### src/rtl/bus_dma_arbiter_if.sv
// CPU/DMA/memory bus bundle for bus_dma_arbiter; the arbiter takes the slave view.
// Pure wiring, no latency of its own.
// Backpressure is carried by cpu_rdy (core stall) and dma_gnt (DMA ownership).
interface bus_dma_arbiter_if;
   logic [15:0] cpu_ad;
   logic [7:0]  cpu_do;
   logic        cpu_we;
   logic        cpu_sync;
   logic        cpu_rdy;
   logic        dma_req;
   logic [15:0] dma_ad;
   logic [7:0]  dma_do;
   logic        dma_we;
   logic        dma_gnt;
   logic [15:0] mem_ad;
   logic [7:0]  mem_do;
   logic        mem_we;

   // Environment side: core, DMA master and memory decode.
   modport master (
      output cpu_ad, cpu_do, cpu_we, cpu_sync, dma_req, dma_ad, dma_do, dma_we,
      input  cpu_rdy, dma_gnt, mem_ad, mem_do, mem_we
   );

   // Arbiter side.
   modport slave (
      input  cpu_ad, cpu_do, cpu_we, cpu_sync, dma_req, dma_ad, dma_do, dma_we,
      output cpu_rdy, dma_gnt, mem_ad, mem_do, mem_we
   );
endinterface

### src/rtl/bus_dma_arbiter.sv
// Shares the 65C02 memory bus with one DMA master, stalling the core only on read cycles.
// Grant one cycle after a stealable read with dma_req; bus mux is combinational.
// Core held via cpu_rdy while DMA owns the bus; bursts bounded by MAX_BURST, then CPU_MIN cooldown.
// Optional: define SYNC_ALIGN_EN to steal only on opcode-fetch (cpu_sync) cycles.
module bus_dma_arbiter #(
   parameter int MAX_BURST = 16,
   parameter int CPU_MIN   = 4
) (
   input  logic clk,
   input  logic RST_N,
   bus_dma_arbiter_if.slave bus
);

   localparam int BW = $clog2(MAX_BURST + 1);
   localparam int CW = (CPU_MIN > 0) ? $clog2(CPU_MIN + 1) : 1;

   typedef enum logic {ST_CPU = 1'b0, ST_DMA = 1'b1} state_t;

   state_t        r_state;
   state_t        w_next;
   logic [BW-1:0] r_beats;
   logic [CW-1:0] r_cool;
   logic          w_sync_ok;
   logic          w_take;
   logic          w_release;
   logic          w_last_beat;

`ifdef SYNC_ALIGN_EN
   // Only instruction boundaries may be stolen; an opcode fetch is always a read.
   assign w_sync_ok = bus.cpu_sync;
`else
   assign w_sync_ok = 1'b1;
`endif

   assign w_last_beat = (r_beats == BW'(MAX_BURST - 1));

   // The core's read in the take cycle still reaches memory; it is repeated once RDY returns.
   assign w_take = (r_state == ST_CPU) & bus.dma_req & ~bus.cpu_we & (r_cool == '0)
                   & RST_N & w_sync_ok;

   // Release on an idle DMA cycle, or after performing the last permitted beat.
   assign w_release = (r_state == ST_DMA) & (~bus.dma_req | w_last_beat);

   // State register; reset returns the bus to the core immediately.
   always_ff @(posedge clk or negedge RST_N) begin
      if (!RST_N) r_state <= ST_CPU;
      else        r_state <= w_next;
   end

   // Next state and bus mux; grant is a decode of the registered state.
   always_comb begin
      w_next       = r_state;
      bus.cpu_rdy  = 1'b0;
      bus.dma_gnt  = 1'b0;
      bus.mem_ad   = bus.cpu_ad;
      bus.mem_do   = bus.cpu_do;
      bus.mem_we   = bus.cpu_we;
      case (r_state)
         ST_CPU: begin
            bus.cpu_rdy = ~w_take;
            if (w_take) w_next = ST_DMA;
         end
         ST_DMA: begin
            bus.dma_gnt = 1'b1;
            bus.mem_ad  = bus.dma_ad;
            bus.mem_do  = bus.dma_do;
            // No write on the cycle the DMA master lets go of the bus.
            bus.mem_we  = bus.dma_we & bus.dma_req;
            if (w_release) w_next = ST_CPU;
         end
         default: w_next = ST_CPU;
      endcase
   end

   // Beat counter: cleared on grant, advanced on each DMA beat.
   always_ff @(posedge clk or negedge RST_N) begin
      if (!RST_N)                                            r_beats <= '0;
      else if (w_take)                                       r_beats <= '0;
      else if ((r_state == ST_DMA) && bus.dma_req && !w_last_beat) r_beats <= r_beats + 1'b1;
   end

   // Cooldown: guaranteed CPU window after each release before the next grant.
   always_ff @(posedge clk or negedge RST_N) begin
      if (!RST_N)                                      r_cool <= '0;
      else if (w_release)                              r_cool <= CW'(CPU_MIN);
      else if ((r_state == ST_CPU) && (r_cool != '0))  r_cool <= r_cool - 1'b1;
   end

endmodule

### src/flat_wrapper.sv
// flat-port wrapper written by rule: the top's interface ports become plain ports
module bus_dma_arbiter_flat 
#(
   parameter int MAX_BURST = 16,
   parameter int CPU_MIN   = 4
)
  (clk, RST_N, bus_cpu_ad, bus_cpu_do, bus_cpu_we, bus_cpu_sync, bus_dma_req, bus_dma_ad, bus_dma_do, bus_dma_we, bus_cpu_rdy, bus_dma_gnt, bus_mem_ad, bus_mem_do, bus_mem_we);
  bus_dma_arbiter_if bus_i ();
  input  logic clk;
  input  logic RST_N;
  input wire logic [$bits(bus_i.cpu_ad)-1:0] bus_cpu_ad;
  input wire logic [$bits(bus_i.cpu_do)-1:0] bus_cpu_do;
  input wire logic [$bits(bus_i.cpu_we)-1:0] bus_cpu_we;
  input wire logic [$bits(bus_i.cpu_sync)-1:0] bus_cpu_sync;
  input wire logic [$bits(bus_i.dma_req)-1:0] bus_dma_req;
  input wire logic [$bits(bus_i.dma_ad)-1:0] bus_dma_ad;
  input wire logic [$bits(bus_i.dma_do)-1:0] bus_dma_do;
  input wire logic [$bits(bus_i.dma_we)-1:0] bus_dma_we;
  output wire logic [$bits(bus_i.cpu_rdy)-1:0] bus_cpu_rdy;
  output wire logic [$bits(bus_i.dma_gnt)-1:0] bus_dma_gnt;
  output wire logic [$bits(bus_i.mem_ad)-1:0] bus_mem_ad;
  output wire logic [$bits(bus_i.mem_do)-1:0] bus_mem_do;
  output wire logic [$bits(bus_i.mem_we)-1:0] bus_mem_we;
  assign bus_i.cpu_ad = bus_cpu_ad;
  assign bus_i.cpu_do = bus_cpu_do;
  assign bus_i.cpu_we = bus_cpu_we;
  assign bus_i.cpu_sync = bus_cpu_sync;
  assign bus_i.dma_req = bus_dma_req;
  assign bus_i.dma_ad = bus_dma_ad;
  assign bus_i.dma_do = bus_dma_do;
  assign bus_i.dma_we = bus_dma_we;
  assign bus_cpu_rdy = bus_i.cpu_rdy;
  assign bus_dma_gnt = bus_i.dma_gnt;
  assign bus_mem_ad = bus_i.mem_ad;
  assign bus_mem_do = bus_i.mem_do;
  assign bus_mem_we = bus_i.mem_we;
  bus_dma_arbiter #(.MAX_BURST(MAX_BURST), .CPU_MIN(CPU_MIN)) u_core (.clk(clk), .RST_N(RST_N), .bus(bus_i));
endmodule
### config.mk
export PLATFORM = sky130hd
export DESIGN_NAME = bus_dma_arbiter_flat
export DESIGN_NICKNAME = d
export VERILOG_FILES = /design/src/rtl/bus_dma_arbiter_if.sv /design/src/rtl/bus_dma_arbiter.sv /design/src/flat_wrapper.sv
export SDC_FILE = /design/constraint.sdc
export NUM_CORES = 1
export LEC_CHECK = 0
export CORE_MARGIN = 5
export CORE_UTILIZATION = 30
export CTS_CLUSTER_DIAMETER = 120
export CTS_CLUSTER_SIZE = 24
export DETAILED_ROUTE_END_ITERATION = 7
export PLACE_DENSITY = 0.94
export SLEW_MARGIN = 10
export SYNTH_ARGS = -nofsm -noshare
export SYNTH_HDL_FRONTEND = slang
export SYNTH_SLANG_ARGS = --single-unit
### constraint.sdc
create_clock -name clk -period 3.4 [get_ports clk]
set_input_delay 0.51 -clock clk [delete_from_list [all_inputs] [get_ports clk]]
set_output_delay 0.51 -clock clk [all_outputs]
set_load 0.005 [all_outputs]
Word-level counts from Yosys, hierarchy flattened:

Cells that the tools add are included.

* word-level logic and storage cells: 37
* output and inout bits: 27
* register bits after elaboration: 9
* input port bits: 54

* reduce and logical (&&, ||, !) cells: 8
* equality and inequality tests: 1
* muxes and demuxes: 12
* bitwise operators: 11
* $add $sub $neg: 2

Operator list (count)
* $mux 16: 1
* $mux 5: 2
* $mux 8: 1
* $and 1x1->1: 6
* $mux 3: 2
* $add 5x1->5 const B: 1
* $eq 5x4->1 const B: 1
* $mux 1: 5
* $not 1->1: 4
* $reduce_bool 2->1: 2
* $logic_and 1x1->1: 3
* $logic_not 3->1: 1
* $reduce_bool 3->1: 1
* $sub 3x1->3 const B: 1
* $pmux 1 s2: 1
* $logic_not 1->1: 1
* $or 1x1->1: 1

Longest topological paths before layout:

Gate-level depths: netlist (run 1).

* depth in word-level cells: 7
* gate-level depth with buffers: 7
* depth with buffers taken out: 6

Least setup slack after synthesis (run 1):

OpenSTA, ideal clock, no wires.

* path kind: register -> register
* start: register u_core.r_beats[0]
* end: register u_core.r_beats[3]
* library setup time: 77 ps
* slack: 1741 ps
* buffers on the path: 0
* cell stages (with the launch flop): 7
* clock period less this slack: 1659 ps
* required time: 3323 ps
* data arrival time: 1581 ps
* cells stage by stage: dfrtp_1 -> ha_1 -> and3_1 -> ha_1 -> nand3b_4 -> or3_1 -> a21oi_1

* word-level cells in the longest chain between the ends: 4
* elaborated cells between the ends (all ways): 7
* classes of those cells: 1 x add/sub; 1 x eq/ne; 2 x mux; 3 x reduce/logical

Ends and longest elaborated chain
* start: declaration: RTL line bus_dma_arbiter.sv:21 `logic [BW-1:0] r_beats;`
* start signal: assignment: RTL line bus_dma_arbiter.sv:79 `else if ((r_state == ST_DMA) && bus.dma_req && !w_last_beat) r_beats <= r_beats + 1'b1;`
* parallel branches: the longest is 4 deep, another holds $add 5x1->5

Several ways; the timed one is not identified. The select of a mux whose other input is x is not followed.
A chain may end at the register's enable or synchronous reset.

Worst setup path in the final report (run 1):

* start: register u_core.r_state
* end: output bus_mem_ad[12]

* word-level cells in the longest chain between the ends: 1

Ends and longest elaborated chain
* start: declaration: RTL line bus_dma_arbiter.sv:19 `state_t r_state;`
* start signal: assignment: RTL line bus_dma_arbiter.sv:47 `else r_state <= w_next;`
* $mux 16: RTL line bus_dma_arbiter.sv:58 `case (r_state)`
* end: declaration: RTL line flat_wrapper.sv:21 `output wire logic [$bits(bus_i.mem_ad)-1:0] bus_mem_ad;`

Every way passes these cells.

==> results of run 1 <==
-- area by class of cell --
class	count	area, um^2	share of cell area, %
multi-input cells	61	542	32.6
well taps	31	38.8	2.34
inverters	6	22.5	1.36
clock buffers	4	26.3	1.58
flip-flops and latches	9	225	13.6
repair buffers	81	806	48.5
-- sequential cells by signal, summed over array words and instances (netlist names) --
signal and count:
u_core.r_cool 3, u_core.r_beats 5, u_core.r_state 1
-- how the worst max path moves through the flow --
stage                 startpoint           endpoint  slack [ns]  cells after the start
6_report          u_core.r_state     bus_mem_ad[12]        0.67                      3
5_1_grt           u_core.r_state     bus_mem_ad[14]        0.59                      3
4_1_cts           u_core.r_state     bus_mem_ad[12]        0.65                      3
3_5_place_dp         bus_dma_req        bus_cpu_rdy        0.75                      5
3_3_place_gp         bus_dma_req        bus_cpu_rdy        0.78                      5
2_1_floorplan  u_core.r_beats[0]  u_core.r_beats[3]        1.74                      6
-- critical path: cells and delay by family, from the launching register on --
| family | cells | cell delay (ns) |
|---|---|---|
| muxes | 1 | 0.38 |
| buffers and inverters | 2 | 0.84 |
| DFF | 1 | 0.72 |
-- power by group --
part	internal, uW	leakage, uW	switching [uW]	total, uW
logic	218	0.000545	131	349
registers	146	0.000116	30.4	176
clock network	45.4	0.0000150	40.1	85.5
total	409	0.000676	202	611
-- through the flow --
step | hold slack, ns | total power, uW | cell area [um^2] | cells
finish | 0.514 | 611 | 1660 | 192
CTS | 0.509 | 619 | 1660 | 192
floorplan | 0.214 | 356 | 817 | 81
global placement | 0.517 | 504 | 1630 | 188
detailed placement | 0.549 | 530 | 1630 | 188
global route | 0.529 | 665 | 1660 | 192
-- placed cells by master, fill, tap and decap left out, types with 2 or more instances in the layout --
| master | n |
|---|---|
| sky130_fd_sc_hd__clkbuf_4 | 3 |
| sky130_fd_sc_hd__nor2_1 | 3 |
| sky130_fd_sc_hd__buf_4 | 2 |
| sky130_fd_sc_hd__o21ai_0 | 4 |
| sky130_fd_sc_hd__o22ai_1 | 2 |
| sky130_fd_sc_hd__inv_1 | 6 |
| sky130_fd_sc_hd__mux2_2 | 19 |
| sky130_fd_sc_hd__a21oi_1 | 4 |
| sky130_fd_sc_hd__dfrtp_1 | 9 |
| sky130_fd_sc_hd__clkdlybuf4s50_1 | 79 |
| sky130_fd_sc_hd__mux2_1 | 6 |
| sky130_fd_sc_hd__or3_1 | 2 |
| sky130_fd_sc_hd__xnor2_1 | 2 |
| sky130_fd_sc_hd__nand2_1 | 4 |
| sky130_fd_sc_hd__ha_1 | 4 |
| sky130_fd_sc_hd__nand3_1 | 2 |
-- routing by layer --
layer | share of wire [%] | up-vias | global-route usage, %
met5 | 0 | - | 0
met2 | 52 | 54 | 31.9
met4 | 1.6 | 0 | 5.69
met3 | 9.9 | 5 | 7.03
met1 | 36 | 440 | 18.5
li1 | - | 448 | -
-- kinds of logic (layout without fill, tap and decap cells) --
kind of cell               count (synthesis)  count (layout)
DFF                                        9               9
xor gates and xnor gates                   2               2
muxes                                     25              25
buffers and inverters                     11              91
adders and majority gates                  4               4
and+or+nand+nor                           19              19
AOI/OAI and AO/OA                         11              11
==> results.txt, run 1 <==
----------------------------------------------------
[Outcome]
  Status ... completed

[Clocking]
  Latest clock arrival within the worst-skew pair ... 0.27 ns
  Deepest clock path buffer count ... 2
  Clock tree from TritonCTS ... done
  TritonCTS buffer count ... 3
  Buffers inserted during post-CTS setup optimization ... 0
  H-tree levels ... 1
  Hold bufs inserted after CTS ... 0
  Count of clock tree sinks ... 9
  Root buffer selected by CTS ... sky130_fd_sc_hd__clkbuf_4
  Resized Gates After CTS ... 0
  Register clock-pin slew on the reported worst setup and hold paths ... 0.06 ns

[Cells and area]
  Area growth, synth to finish ... 103%
  Final core utilization ... 61.8%
  Final layout net count ... 220
  Ratio of cells with drive above 1 in the final layout ... between 10% and 20%
  Filler Cells Inserted ... 208
  Count of antenna diodes in the layout ... 0

[Global routing]
  Remaining global-route overflow ... 0
  First-pass GRT wire length ... 5.47 mm
  Pin count of the biggest net entering global routing ... 23
  All-Layer GR Usage ... roughly 18%
  Antenna violations before repair ... 0
  Via count of the first global-routing pass ... between 1,000 and 1,500

[Drt]
  Vias per Instance ... a little under 5
  Total routed wirelength ... 3.31 mm
  Total via count after detailed routing ... between 900 and 1,000
  DRT iter0 DRCs ... 18
  Average routed wire per standard cell ... roughly 17 um
  Number of DRC violations after detailed routing ... 0
  Antenna violation net count after detailed routing ... 0
  Number of detailed-routing iterations run before antenna repair ... 4

[Synthesis]
  Post-synthesis xor/xnor area fraction ... roughly 2.1%
  Fraction of synthesis flops using an asynchronous set or reset pin ... 100%
  Post-synth EDFFs ... 0
  Predominant post-synthesis flop cell ... sky130_fd_sc_hd__dfrtp_1
  Cell types with the largest area share after synthesis ... sky130_fd_sc_hd__dfrtp_1, sky130_fd_sc_hd__mux2_2, sky130_fd_sc_hd__mux2_1, sky130_fd_sc_hd__ha_1, sky130_fd_sc_hd__inv_1
  Area share of and/or/nand/nor cells after synthesis ... 16.2%
  FF+latch count, synth ... 9
  Sequential-to-total area share from yosys stat ... between 20% and 30%
  List of most frequent post-synthesis cells ... sky130_fd_sc_hd__mux2_2, sky130_fd_sc_hd__dfrtp_1, sky130_fd_sc_hd__inv_1, sky130_fd_sc_hd__mux2_1
  Main combinational cell family by area after synthesis ... multiplexers
  Post-Syn Area per Cell ... about 10 um^2
  Number of distinct library cells after synthesis ... 24
  Synthesis warning total ... 0
  Cell type contributing the most total cell area after synthesis ... sky130_fd_sc_hd__dfrtp_1
  Synthesized netlist net count ... roughly 140
  Adder-cell share of the synthesized area ... between 6 and 7%
  Share of cell area taken by muxes after synthesis ... around a third
  Area fraction of the dominant cell type after synthesis ... between 20 and 30%
  Most repeated cell in the gate-level netlist after synthesis ... sky130_fd_sc_hd__mux2_2
  Number of standard cells after synthesis ... 81
  Synth Area in Compound Gates ... under 10%
  Cell Area, Synth ... 817 um^2

[Placed design]
  Worst slack, placed ... approximately 0.75 ns
  Buffers added on ports ... between 70 and 80
  Placer's final routability congestion estimate ... about 0.8
  Post-DP HPWL ... between 2 and 3 mm

[Die]
  Die Width ... around 62 um
  Effective utilization at floorplan ... 30.4%
  I/O pins ... about 80
  Die Y ... 62.2 um
  Die area ... between 0.003 and 0.004 mm^2
  Core box area ... approximately 0.0027 mm^2
  Floorplan row count ... 19

[Worst setup path]
  Peak fanout along the critical path ... 22
  Startpoint type of the worst setup path ... register
  Register-to-register path setup slack ... 1.49 ns
  Data arrival time of the worst path ... around 2.2 ns
  Crit Path Category ... register to output port
  Cell count of the worst reg-to-reg path ... 4
  Cell breakdown of the critical path ... buf_4, mux2_2, clkdlybuf4s50_1
  Data required time at the worst endpoint ... slightly below 3 ns
  End of the worst register-to-register path ... u_core.r_beats[3]
  Worst reg2reg startpoint ... u_core.r_state
  Worst Setup End Kind ... output port
  Library cell contributing the largest single delay on the critical path ... sky130_fd_sc_hd__dfrtp_1
  CP max stage delay ... 0.72 ns

[Flow run]
  Number of violations of the max-capacitance limit ... 0

[Timing]
  Fmax achieved ... about 370 MHz
  Max-Slew Margin vs Limit ... 60.7%
  Worst setup skew after layout ... a little over 0.009 ns
  Sum of negative setup slack ... 0 ns
  Max Slew Vio Count ... 0
  Tmin final ... roughly 2.7 ns
  Final critical-path setup slack ... roughly 0.67 ns
  Final hold violation count ... 0
  Actual transition at the worst max-transition pin ... roughly 0.59 ns
  Unrepaired setup endpoints after global routing ... no
  Setup violations, final ... 0
  Share of the cycle needed by the critical path after routing ... around four fifths

[Pwr]
  Areal power density over the cells ... about 370 mW/mm^2
  Leakage power figure ... roughly 0.00068 uW
  Largest voltage drop on the vdd net ... around 0.00025 V

[Hold path]
  Worst min path class ... input port to async pin

----------------------------------------------------
Power figures use the tool's default switching activity.
==> run 2: changes to the inputs <==
Settings changed: CORE_UTILIZATION 30 to 29, PLACE_DENSITY 0.94 to 0.91.
Clock period 3.4 ns to 2.8 ns, I/O delays scaled along.
==> results.txt, run 2 (same netlist as run 1, synthesis figures left out) <==
----------------------------------------------------
[Pwr]
  Leakage power figure ... 0.000686 uW (+1.6%)
  Largest voltage drop on the vdd net ... 0.000283 V (+13%)
  Areal power density over the cells ... 443 mW/mm^2 (+21%)

[Clocking]
  Hold bufs inserted after CTS ... 0 (unchanged)
  Deepest clock path buffer count ... 2 (unchanged)
  Resized Gates After CTS ... 0 (unchanged)
  Count of clock tree sinks ... 9 (unchanged)
  Root buffer selected by CTS ... sky130_fd_sc_hd__clkbuf_4
  Register clock-pin slew on the reported worst setup and hold paths ... 0.06 ns (about the same)
  H-tree levels ... 1 (unchanged)
  TritonCTS buffer count ... 3 (unchanged)
  Clock tree from TritonCTS ... done
  Buffers inserted during post-CTS setup optimization ... 0 (unchanged)
  Latest clock arrival within the worst-skew pair ... 0.26 ns (about the same)

[Drt]
  Average routed wire per standard cell ... 16.1 um (-6.4%)
  Total routed wirelength ... 3.13 mm (-5.4%)
  Antenna violation net count after detailed routing ... 0 (unchanged)
  DRT iter0 DRCs ... 42 (+24)
  Total via count after detailed routing ... 927 (-2.1%)
  Number of detailed-routing iterations run before antenna repair ... 4 (unchanged)
  Number of DRC violations after detailed routing ... 0 (unchanged)
  Vias per Instance ... 4.78 (-3.1%)

[Die]
  Floorplan row count ... 19 (unchanged)
  I/O pins ... 81 (unchanged)
  Core box area ... 0.00273 mm^2 (+1.8%)
  Die Width ... 63.1 um (+1.4%)
  Effective utilization at floorplan ... 29.9% (-0.53 points)
  Die area ... 0.00398 mm^2 (+2.9%)
  Die Y ... 63.1 um (+1.4%)

[Global routing]
  Pin count of the biggest net entering global routing ... 20 (-13%)
  First-pass GRT wire length ... 4.99 mm (-8.8%)
  Remaining global-route overflow ... 0 (unchanged)
  All-Layer GR Usage ... 15.4% (-2.3 points)
  Antenna violations before repair ... 0 (unchanged)
  Via count of the first global-routing pass ... 954 (-6.0%)

[Worst setup path]
  Buffers plus inverters on the worst setup path ... 2 (unchanged)
  Crit Path Category ... input port to output port
  Cell seen most often among critical-path stages ... sky130_fd_sc_hd__clkdlybuf4s50_1
  Family with the most delay on the worst path ... buffers and inverters
  Peak fanout along the critical path ... 4 (-82%)
  Library cell contributing the largest single delay on the critical path ... sky130_fd_sc_hd__clkdlybuf4s50_1
  Data required time at the worst endpoint ... 2.38 ns (-0.51 ns)
  Worst Setup End Kind ... output port
  Data arrival time of the worst path ... 1.88 ns (-0.34 ns)
  Startpoint type of the worst setup path ... input port
  CP max stage delay ... 0.56 ns (-0.16 ns)
  Cell breakdown of the critical path ... clkdlybuf4s50_1, nand2b_1, nor4_4, nor2_1, clkdlybuf4s50_1

[Placed design]
  Post-DP HPWL ... 2.63 mm (-7.4%)
  Buffers added on ports ... 79 (unchanged)
  Placer's final routability congestion estimate ... 0.852 (+4.2%)

[Timing]
  Unrepaired setup endpoints after global routing ... no
  Sum of negative setup slack ... 0 ns (unchanged)
  Actual transition at the worst max-transition pin ... 0.284 ns (-0.305 ns)
  Share of the cycle needed by the critical path after routing ... 82.3%
  Max-Slew Margin vs Limit ... 80.8% (+20 points)
  Fmax achieved ... 434 MHz
  Final hold violation count ... 0 (unchanged)
  Max Slew Vio Count ... 0 (unchanged)
  Worst setup skew after layout ... 0.00119 ns (-0.00806 ns)
  Tmin final ... between 2 and 2.5 ns
  Setup violations, final ... 0 (unchanged)

[Flow run]
  Number of violations of the max-capacitance limit ... 0 (unchanged)

[Cells and area]
  Max reg flops ... 5 (unchanged)
  Most common library cell in the layout ignoring fill and taps ... sky130_fd_sc_hd__clkdlybuf4s50_1
  Largest register by flop count ... u_core.r_beats
  Ratio of cells with drive above 1 in the final layout ... 17.2% (+1.0 points)
  Regs by FF count ... u_core.r_beats: 5 flops, u_core.r_cool: 3 flops, u_core.r_state: 1 flops
  Final layout net count ... 222 (+0.91%)
  Area growth, synth to finish ... 105%
  Final core utilization ... 61.3% (-0.53 points)
  Commonest non-fill, non-tap cells in the layout ... sky130_fd_sc_hd__clkdlybuf4s50_1, sky130_fd_sc_hd__mux2_2, sky130_fd_sc_hd__dfrtp_1, sky130_fd_sc_hd__inv_1, sky130_fd_sc_hd__mux2_1
  Count of antenna diodes in the layout ... 0 (unchanged)

[Outcome]
  Status ... completed

[Hold path]
  Worst min path class ... input port to async pin

----------------------------------------------------
==> run 2: worst paths after layout <==
check	from	to	slack, ns	cells past startpoint
worst max-delay path	bus_dma_req	bus_cpu_rdy	0.50	5
worst min-delay path	RST_N	u_core.r_state	0.49	2
worst max register to register	u_core.r_beats[0]	u_core.r_beats[3]	1.03	6
worst min register to register	u_core.r_beats[3]	u_core.r_beats[3]	0.55	2
max in group asynchronous	RST_N	u_core.r_beats[2]	2.18	2
min in group clk	u_core.r_beats[3]	u_core.r_beats[3]	0.55	2
==> run 2: worst register-to-register path, cell delays in order, from the launching register on <==
cell and delay (ns):
sky130_fd_sc_hd__dfrtp_1 0.41, sky130_fd_sc_hd__ha_1 0.21, sky130_fd_sc_hd__and3_1 0.18, sky130_fd_sc_hd__ha_1 0.20, sky130_fd_sc_hd__nand3b_4 0.20, sky130_fd_sc_hd__or3_1 0.36, sky130_fd_sc_hd__a21oi_1 0.14
==> run 2: metal layers <==
metal,vias up,share of wire (%),global-route usage (%)
met1,420,40,18.3
met2,53,50,26.9
met3,2,9.5,5.33
met5,-,0,0
li1,452,-,-
met4,0,0.32,2.39
==> run 2: report_power, final <==
| group | leakage, uW | internal (uW) | switching, uW |
|---|---|---|---|
| logic | 0.000555 | 267 | 168 |
| registers | 0.000116 | 177 | 27.9 |
| clock network | 0.0000150 | 55.0 | 47.0 |
| total | 0.000686 | 500 | 243 |
==> run 2: layout make-up <==
| class | instances | area, um^2 |
|---|---|---|
| Clock buffer | 4 | 26.3 |
| Fill cell | 211 | 1060 |
| Inverter | 6 | 22.5 |
| Multi-Input combinational cell | 61 | 542 |
| Sequential cell | 9 | 225 |
| Tap cell | 31 | 38.8 |
| Timing Repair Buffer | 83 | 821 |
==> run 2: through the flow <==
stage               instance area, um^2  hold slack, ns  total power [uW]  worst slack (ns)  instances
global placement                   1650           0.520               619             0.509        190
CTS                                1680           0.491               753             0.493        194
detailed placement                 1650           0.537               648             0.489        190
floorplan                           817           0.124               433              1.14         81
global route                       1680           0.494               805             0.378        194
finish                             1680           0.487               743             0.497        194
==> run 3: changes to the inputs <==
Settings changed: CORE_UTILIZATION 29 to 26, PLACE_DENSITY 0.91 to 0.87.
Clock period 2.8 ns to 2.1 ns, I/O delays scaled along.
==> results.txt, run 3 (same netlist as run 1, synthesis figures left out) <==
----------------------------------------------------
[Outcome]
  Status ... completed

[Timing]
  Tmin final ... between 2 and 2.5 ns
  Worst hold slack after final layout ... 0.377 ns (-0.110 ns)
  Unrepaired setup endpoints after global routing ... no
  Worst setup skew after layout ... 0.00511 ns (+0.00392 ns)
  Final hold violation count ... 0 (unchanged)
  Actual transition at the worst max-transition pin ... 0.270 ns (-0.0147 ns)
  Share of the cycle needed by the critical path after routing ... a little over nine tenths
  Fmax achieved ... a little under 500 MHz
  Max-Slew Margin vs Limit ... 81.8% (+0.99 points)
  Sum of negative setup slack ... 0 ns (unchanged)
  Max Slew Vio Count ... 0 (unchanged)
  Setup violations, final ... 0 (unchanged)

[Global routing]
  Met3 Usage GRT ... 5.78% (+0.45 points)
  First-pass GRT wire length ... 4.40 mm (-12%)
  Remaining global-route overflow ... 0 (unchanged)
  Global Route met1 Usage ... 13.6% (-4.7 points)
  Antenna violations before repair ... 0 (unchanged)
  All-Layer GR Usage ... 13.1% (-2.2 points)
  Grt met2 use ... 25.3% (-1.6 points)
  Layer with the highest usage after global routing ... met2
  Via count of the first global-routing pass ... 911 (-4.5%)
  Pin count of the biggest net entering global routing ... 24 (+20%)

[Drt]
  Total via count after detailed routing ... 917 (-1.1%)
  Number of DRC violations after detailed routing ... 0 (unchanged)
  Number of detailed-routing iterations run before antenna repair ... 2 (-2)
  Vias per Instance ... 4.37 (-8.6%)
  Total routed wirelength ... 3.17 mm (+1.5%)
  Average routed wire per standard cell ... 15.1 um (-6.3%)
  Antenna violation net count after detailed routing ... 0 (unchanged)
  DRT iter0 DRCs ... 32 (-24%)

[Clocking]
  Count of clock tree sinks ... 9 (unchanged)
  H-tree levels ... 1 (unchanged)
  Latest clock arrival within the worst-skew pair ... 0.26 ns (about the same)
  Clock tree from TritonCTS ... done
  Hold bufs inserted after CTS ... 0 (unchanged)
  TritonCTS buffer count ... 3 (unchanged)
  Deepest clock path buffer count ... 2 (unchanged)
  Root buffer selected by CTS ... sky130_fd_sc_hd__clkbuf_4
  Register clock-pin slew on the reported worst setup and hold paths ... 0.06 ns (about the same)

[Worst setup path]
  Worst Setup End Kind ... output port
  Buffers plus inverters on the worst setup path ... 2 (unchanged)
  CP max stage delay ... 0.46 ns (-0.10 ns)
  Logic depth of the worst setup path including buffers ... 6 (+1)
  Startpoint type of the worst setup path ... register
  Crit Path Category ... register to output port
  Family with the most delay on the worst path ... buffers and inverters
  Peak fanout along the critical path ... 4 (unchanged)
  Data required time at the worst endpoint ... 1.78 ns (-0.60 ns)
  Data arrival time of the worst path ... 1.70 ns (-0.18 ns)
  Cell breakdown of the critical path ... inv_2, ha_2, nand2_1, nor4_4, nor2_1, clkdlybuf4s50_1
  Cell count of the worst reg-to-reg path ... 6 (unchanged)
  Library cell contributing the largest single delay on the critical path ... sky130_fd_sc_hd__clkdlybuf4s50_1

[Die]
  Floorplan row count ... 20 (+1)
  Core box area ... 0.00303 mm^2 (+11%)
  Effective utilization at floorplan ... 27.0% (-2.9 points)
  I/O pins ... 81 (unchanged)
  Die Y ... 66.1 um (+4.7%)
  Die Width ... 66.1 um (+4.7%)
  Die area ... 0.00436 mm^2 (+9.7%)

[Placed design]
  Placer's final routability congestion estimate ... 0.715 (-16%)
  Buffers added on ports ... 79 (unchanged)
  Post-DP HPWL ... 2.73 mm (+3.7%)

[Pwr]
  Proportion of power drawn by flip-flops and latches ... 27.6% (about the same)
  Share of total power in the clock network ... 12.9% (-0.8 points)
  Internal power ... 687 uW (+38%)
  Leakage power figure ... 0.000700 uW (+1.9%)
  Largest voltage drop on the vdd net ... 0.000518 V (+83%)
  Portion of total power attributed to combinational logic ... 59.5% (+0.8 points)
  Switching power of the nets ... 326 uW (+34%)
  Areal power density over the cells ... 585 mW/mm^2 (+32%)
  Net switching share of the total power ... 32.2% (-0.59 points)

[Flow run]
  Number of violations of the max-capacitance limit ... 0 (unchanged)

[Cells and area]
  Area growth, synth to finish ... 112%
  Most common library cell in the layout ignoring fill and taps ... sky130_fd_sc_hd__clkdlybuf4s50_1
  Filler Cells Inserted ... 260 (+23%)
  Regs by FF count ... u_core.r_beats: 5 flops, u_core.r_cool: 3 flops, u_core.r_state: 1 flops
  Ratio of cells with drive above 1 in the final layout ... 21.1% (+3.9 points)
  Largest register by flop count ... u_core.r_beats
  Max reg flops ... 5 (unchanged)
  Final layout net count ... 225 (+1.4%)
  Commonest non-fill, non-tap cells in the layout ... sky130_fd_sc_hd__clkdlybuf4s50_1, sky130_fd_sc_hd__mux2_2, sky130_fd_sc_hd__dfrtp_1, sky130_fd_sc_hd__mux2_1, sky130_fd_sc_hd__buf_4
  Count of antenna diodes in the layout ... 0 (unchanged)

[Hold path]
  Worst min path class ... input port to async pin

----------------------------------------------------
[run 3: cell types whose count changed in the layout (fill, tap and decap cells not counted), sizes merged]
cell / delta
buf: +3
[run 3: worst paths after layout]
kind,start,endpoint,slack [ns]
hold reg to reg,u_core.r_beats[1],u_core.r_beats[1],0.55
max in group asynchronous,RST_N,u_core.r_state,1.58
hold / removal,RST_N,u_core.r_beats[4],0.38
setup / recovery,u_core.r_cool[0],bus_cpu_rdy,0.09
setup reg to reg,u_core.r_beats[0],u_core.r_beats[3],0.33
min in group clk,u_core.r_beats[1],u_core.r_beats[1],0.55
[run 3: layout make-up]
type	count	area [um^2]	share of cell area (%)
clock buffer	4	26.3	1.52
inverter	6	22.5	1.30
multi-input combinational	61	544	31.5
sequential	9	226	13.1
tap	44	55.1	3.18
timing repair buffer	86	856	49.5
[run 3: layer usage]
| metal | part of all wire (%) | wire (um) | vias to the layer above |
|---|---|---|---|
| met1 | 39 | 1230 | 407 |
| met2 | 49 | 1540 | 50 |
| met4 | 0 | 0 | 0 |
| li1 | - | - | 460 |
| met5 | 0 | 0 | - |
| met3 | 13 | 405 | 0 |
[run 3: metrics by stage]
step / utilization, % / total power, uW / setup slack (ns) / cells / instance area, um^2
2_1_floorplan: - / 577 / 0.441 / 81 / 817
3_5_place_dp: 55.7 / 877 / 0.0867 / 204 / 1690
3_3_place_gp: 55.7 / 835 / 0.127 / 204 / 1690
4_1_cts: 56.6 / 1010 / 0.0129 / 208 / 1710
5_1_grt: 57.1 / 1100 / 0.00499 / 210 / 1730
6_report: 57.1 / 1010 / 0.0855 / 210 / 1730
[run 3: power by group through the flow]
stage | registers, uW | logic [uW] | clock network, uW
2_1_floorplan | 267 | 309 | 0
3_3_place_gp | 277 | 558 | 0
3_5_place_dp | 282 | 594 | 0
4_1_cts | 279 | 598 | 135
5_1_grt | 287 | 664 | 149
6_report | 280 | 602 | 131
[run 3: repair_timing]
item,4_1_cts,5_1_grt
setup endpoints to repair,24,12
resized for setup,1,3
endpoints found under the hold margin,0,0
setup buffers,0,2
